[config.mk]
export PLATFORM = sky130hd
export DESIGN_NAME = qos_limiter
export DESIGN_NICKNAME = d
export VERILOG_FILES = /design/src/rtl/qos_limiter.sv
export SDC_FILE = /design/constraint.sdc
export NUM_CORES = 1
export LEC_CHECK = 0
export CAP_MARGIN = 20
export CORE_UTILIZATION = 40
export CTS_CLUSTER_SIZE = 10
export DETAILED_ROUTE_END_ITERATION = 16
export SLEW_MARGIN = 10
export SYNTH_ARGS = -nofsm -noshare
export SYNTH_HDL_FRONTEND = slang
export SYNTH_SLANG_ARGS = --single-unit
[constraint.sdc]
create_clock -name CLK_FSB -period 2.8 [get_ports CLK_FSB]
set_input_delay 0.28 -clock CLK_FSB [delete_from_list [all_inputs] [get_ports CLK_FSB]]
set_output_delay 0.28 -clock CLK_FSB [all_outputs]
set_load 0.02 [all_outputs]
[src/rtl/qos_limiter.sv]
// QoS limiter: spaces fast-bus sound/video RAM writes while the I/O bus is busy,
// so that I/O-bus DMA keeps its bandwidth. Single clock domain (CLK_FSB).
module qos_limiter #(
    parameter int unsigned WINDOW = 8,
    parameter int unsigned HOLD   = 3,
    parameter int unsigned CW     = 4
) (
    input  logic CLK_FSB,
    input  logic RES,
    input  logic TICK,
    input  logic EN,
    input  logic BACT,
    input  logic SndRAMCSWR,
    input  logic IOACT,
    output logic QoSReady,
    output logic QoSActive
);

    localparam logic [CW-1:0] WINDOW_L = CW'(WINDOW);
    localparam logic [CW-1:0] HOLD_L   = CW'(HOLD);

    typedef enum logic [1:0] {
        READY = 2'd0,
        BUSY  = 2'd1,
        SPACE = 2'd2
    } state_t;

    state_t        state_q, state_d;
    logic [CW-1:0] ecnt_q, ecnt_d;
    logic [CW-1:0] hcnt_q, hcnt_d;
    logic          qos_ready_q, qos_ready_d;
    logic          qos_active_q, qos_active_d;

    always_comb begin
        ecnt_d = ecnt_q;
        if (IOACT) begin
            ecnt_d = WINDOW_L;
        end else if (TICK && (ecnt_q != '0)) begin
            ecnt_d = ecnt_q - 1'b1;
        end
        qos_active_d = EN && (ecnt_d != '0);

        state_d = state_q;
        hcnt_d  = hcnt_q;
        case (state_q)
            READY: begin
                // Also catches a stalled write being released after SPACE.
                if (qos_active_q && BACT && SndRAMCSWR) begin
                    state_d = BUSY;
                end
            end
            BUSY: begin
                if (!BACT) begin
                    hcnt_d  = HOLD_L;
                    state_d = SPACE;
                end
            end
            SPACE: begin
                if (hcnt_q == '0) begin
                    state_d = READY;
                end else if (TICK) begin
                    hcnt_d = hcnt_q - 1'b1;
                end
                if (!qos_active_q || !EN) begin
                    state_d = READY;
                end
            end
            default: state_d = READY;
        endcase
        if (!EN) begin
            state_d = READY;
        end

        qos_ready_d = (state_d != SPACE);
    end

    always_ff @(posedge CLK_FSB) begin
        if (RES) begin
            state_q      <= READY;
            ecnt_q       <= '0;
            hcnt_q       <= '0;
            qos_ready_q  <= 1'b1;
            qos_active_q <= 1'b0;
        end else begin
            state_q      <= state_d;
            ecnt_q       <= ecnt_d;
            hcnt_q       <= hcnt_d;
            qos_ready_q  <= qos_ready_d;
            qos_active_q <= qos_active_d;
        end
    end

    assign QoSReady  = qos_ready_q;
    assign QoSActive = qos_active_q;

endmodule

Word-level counts from Yosys, hierarchy flattened
Cells that the tools add are included.
- logic and storage cells: 38
- input bits: 7
- flip-flop bits (word level): 12
- eq/ne operators: 6
- reductions and logical operators: 13
- add/sub/neg operators: 2
- mux-type cells: 12
- operator list (kind ; count):
    4-bit 2-to-1 mux ; 5
    2-bit 2-to-1 mux ; 5
    2-bit != test, second input constant ; 4
    4-bit case mux with 2 select lines ; 1
    4-bit nonzero test ; 2
    4-bit by 1-bit subtractor with 4-bit output, second input constant ; 2
    2-bit case mux with 3 select lines ; 1
    1-bit logical AND ; 4
    4-bit logical NOT ; 1
    4-bit AND reduction ; 1
    2-bit by 1-bit equality test with 1-bit output, second input constant ; 1
    2-bit equality test, second input constant ; 1
    1-bit logical NOT ; 2
    2-bit logical NOT ; 1
    2-bit nonzero test ; 1
    1-bit logical OR ; 1

Depth between registers and ports, before layout
- depth after elaboration: 6
- depth in mapped cells: 6

Least setup slack after synthesis
No wires, ideal clock.
- path kind: reg2reg
- start point: reg ecnt_q[0]
- end point: reg ecnt_q[1]
- setup time: 78 ps
- cell stages (with the launch flop): 7
- slack: 1413 ps
- clock period less this slack: 1387 ps
- buffers on the path: 0
- data arrival time: 1309 ps
- cell sequence: dfxtp_1 -> inv_1 -> ha_1 -> nand2b_1 -> o21ai_1 -> mux2_1 -> nor3_1
- longest elaborated chain between the ends: 4
- ends and longest elaborated chain (what ; line ; RTL):
    from (decl) ; 29 ; logic [CW-1:0] ecnt_q, ecnt_d;
    from (signal assigned) ; 86 ; ecnt_q <= ecnt_d;
    parallel branches: the longest is 2 deep, another holds 4-bit by 1-bit subtractor with 4-bit output ; - ;
    4-bit 2-to-1 mux * ; 38 ; end else if (TICK && (ecnt_q != '0)) begin
    4-bit 2-to-1 mux * ; 36 ; if (IOACT) begin
Every way passes the cells marked *.
A chain may end at the register's enable or synchronous reset.

Worst setup path in the final report
- start point: in TICK
- end point: reg qos_active_q, in the netlist QoSActive
- longest elaborated chain between the ends: 5
- ends and longest elaborated chain (what ; line ; RTL):
    from (decl) ; 10 ; input logic TICK,
    1-bit logical AND ; 38 ;
    4-bit 2-to-1 mux ; 38 ;
    4-bit 2-to-1 mux ; 36 ;
    4-bit nonzero test ; 41 ; qos_active_d = EN && (ecnt_d != '0);
    1-bit logical AND ; 41 ;
    to (signal assigned) ; 89 ; qos_active_q <= qos_active_d;
    to (decl) ; 32 ; logic qos_active_q, qos_active_d;
No other way between the ends.

==> reports/metrics.yaml <==
outcome:
  status: "finished, final reports clean"
global_route:
  overflow: 0
  first_global_vias: 403
  grt_first_pass_wirelength_mm: 1.77
  grt_use_total: 0.181
  grt_max_degree: 10
  antenna_found_initial: 0
clock_tree:
  cts_made_buffers: 3
  cts_tree: "yes"
  cts.clk_slew.worst_paths_ns: 0.08
  cts-hold-fix-buffers: 0
  clockBufferDepth: 2
  htreeDepth: 1
  clock_sinks: 12
  insertion_delay_ns: 0.28
  cts.repair.resized: 0
  postCtsSetupBuffers: 0
  clockRootBuffer: "clkbuf_4"
routing:
  drt-met1-wl_um: 549
  drt_iter0_markers: 5
  top_layer_used: "met4"
  dr_wl_met2_um: 443
  ant_nets: 0
  num_vias: 487
  wirelength_mm: 1.07
  routedWlPerCell_um: 11.6
  wl_met3_um: 40
  drc: 0
  dr.pass1.iters: 4
  viasPerCell: 5.29
critical_path:
  worstRegToRegCells: 6
  cp-start-kind: "primary input"
  worstPathArrival_ns: 1.84
  reg2reg_from: "ecnt_q[0]$_SDFF_PP0_"
  worstPathCellList: "clkdlybuf4s50_1 -> or4b_1 -> a211oi_1 -> a31oi_1"
  worstPathRequired_ns: 2.95
  worst-path-buf-inv: 1
  path_class: "in2reg"
  reg2reg_to: "ecnt_q[1]$_SDFF_PP0_"
  worst_path_max_delay_cell: "clkdlybuf4s50_1"
  cp_slowest_stage_delay_ns: 0.61
  r2r_slack_ns: 1.24
  crit_family: "buffers and inverters"
  cp_max_fo: 8
  cp-end-kind: "flop"
timing:
  fin_skew_ns: 0.00153
  setup_viol: 0
  drv_slew: 0
  rsz0062_at_grt: "false"
  setup_tns_ns: 0
  tightestPinTransition_ns: 0.602
  layout_setup_ws_ns: 1.11
  period_share: 0.603
  relSlewSlack: 0.598
  max_freq_mhz: 592
  final_hold_viol_count: 0
  fin_crit_ns: 1.69
floorplan:
  die_h_um: 39.5
  fp.coreArea_mm2: 0.00130
  die_area_mm2: 0.00156
  die_x_um: 39.5
  ioPinCount: 9
  initial_core_util: 0.432
  row_count: 13
yosys:
  syn_area_per_cell_um2: 8.51
  synth_area_um2: 562
  synth_cell_type_count: 24
  syn_inst: 66
  synth_nets: 75
  synth-edff-count: 0
  synth-async-reset-ratio: 0
  ys_seq_area_frac: 0.428
  ys.warnings.count: 0
  synth-seq-cells: 12
  ys.flop_type: "dfxtp_1"
power_and_ir_drop:
  cellLeakagePower_uw: 0.000246
  power_uw: 365
  peakVddDrop_uv: 370
  power.density_mw_per_mm2: 526
cells_and_area:
  seq_area_um2: 240
  nets: 87
  multi_input_comb_area_um2: 295
  syn_to_final_growth_pct: 23.4
  num-fill-cells: 123
  antenna_cells: 0
  final_cells: 92
  final_common_cell: "dfxtp_1"
  mostFrequentLayoutCells: "dfxtp_1, nor3_1, clkdlybuf4s50_1, inv_1, nor2_1"
  drive_gt1_frac: 0.0519
worst_hold_path:
  min_path_type: "reg2reg"
  min-delay-start: "state_q[1]$_SDFF_PP0_"
  min_to: "state_q[0]$_SDFF_PP0_"
  min_path_cells: 1
placed_design:
  dp_hpwl_um: 815
  place_inst: 88
  place_congestion: 0.813
  port_buffers: 8
  place_ws_ns: 0.842
run:
  maxCapViolCount: 0
## worst max path at each step
stage / startpoint / to / cells past startpoint
3_3_place_gp: TICK / QoSActive$_SDFF_PP0_ / 4
5_1_grt: TICK / QoSActive$_SDFF_PP0_ / 4
2_1_floorplan: ecnt_q[0]$_SDFF_PP0_ / ecnt_q[1]$_SDFF_PP0_ / 6
3_5_place_dp: TICK / QoSActive$_SDFF_PP0_ / 4
6_report: TICK / QoSActive$_SDFF_PP0_ / 4
4_1_cts: TICK / QoSActive$_SDFF_PP0_ / 4
## state kept, by name, summed over array words and instances, names as in the netlist
name and cells:
QoSActive 1, QoSReady 1, ecnt_q 4, hcnt_q 4, state_q 2
## layer usage
layer	global-route usage	vias to the layer above
li1	-	256
met1	0.212	218
met2	0.262	8
met3	0.0568	5
met4	0.155	0
met5	0	-
## synth_stat cells (2+ instances only)
cell type,number,area (µm²)
a211oi_1,3,22.5
a21oi_1,4,20.0
a31oi_1,2,12.5
dfxtp_1,12,240
ha_1,2,25.0
inv_1,6,22.5
nand2_1,3,11.3
nand2b_1,3,18.8
nand4_1,2,12.5
nor2_1,6,22.5
nor3_1,8,40.0
nor3b_1,2,15.0
xor2_1,2,17.5
## report_power, final
group / total (µW) / switching (µW) / internal [µW]
registers: 179 / 4.17 / 175
clock network: 143 / 63.8 / 79.2
logic: 42.5 / 20.3 / 22.2
total: 365 / 88.4 / 276
## cells by family after synthesis
kind of cell | after synthesis | share of synthesized area
buffers and inverters | 7 | 0.0468
multiplexers | 1 | 0.0200
adder cells (fa/ha/maj) | 2 | 0.0445
XOR/XNOR | 3 | 0.0468
AO/OA/AOI/OAI | 12 | 0.131
AND/OR/NAND/NOR | 29 | 0.283
flip-flops | 12 | 0.428
## worst register-to-register path: stages (launching register included)
cell and delay [ns]:
dfxtp_1 0.34, inv_1 0.10, ha_1 0.22, nand2b_1 0.09, o21ai_1 0.26, mux2_1 0.35, nor3_1 0.13
## per-stage QoR
step                      instance area [µm²]  hold WS [ns]  utilization
after global routing                      693         0.495        0.533
after detailed placement                  657         0.470        0.505
final                                     693         0.478        0.533
after floorplan                           562         0.357            -
after CTS                                 693         0.480        0.533
after global placement                    657         0.466        0.505
## layout make-up
| class | count | area share |
|---|---|---|
| multi-input combinational | 47 | 0.426 |
| tap | 15 | 0.0271 |
| timing repair buffer | 8 | 0.116 |
| sequential | 12 | 0.347 |
| inverter | 6 | 0.0325 |
| clock buffer | 4 | 0.0523 |
Note: power is estimated with default switching activity, not from simulation.
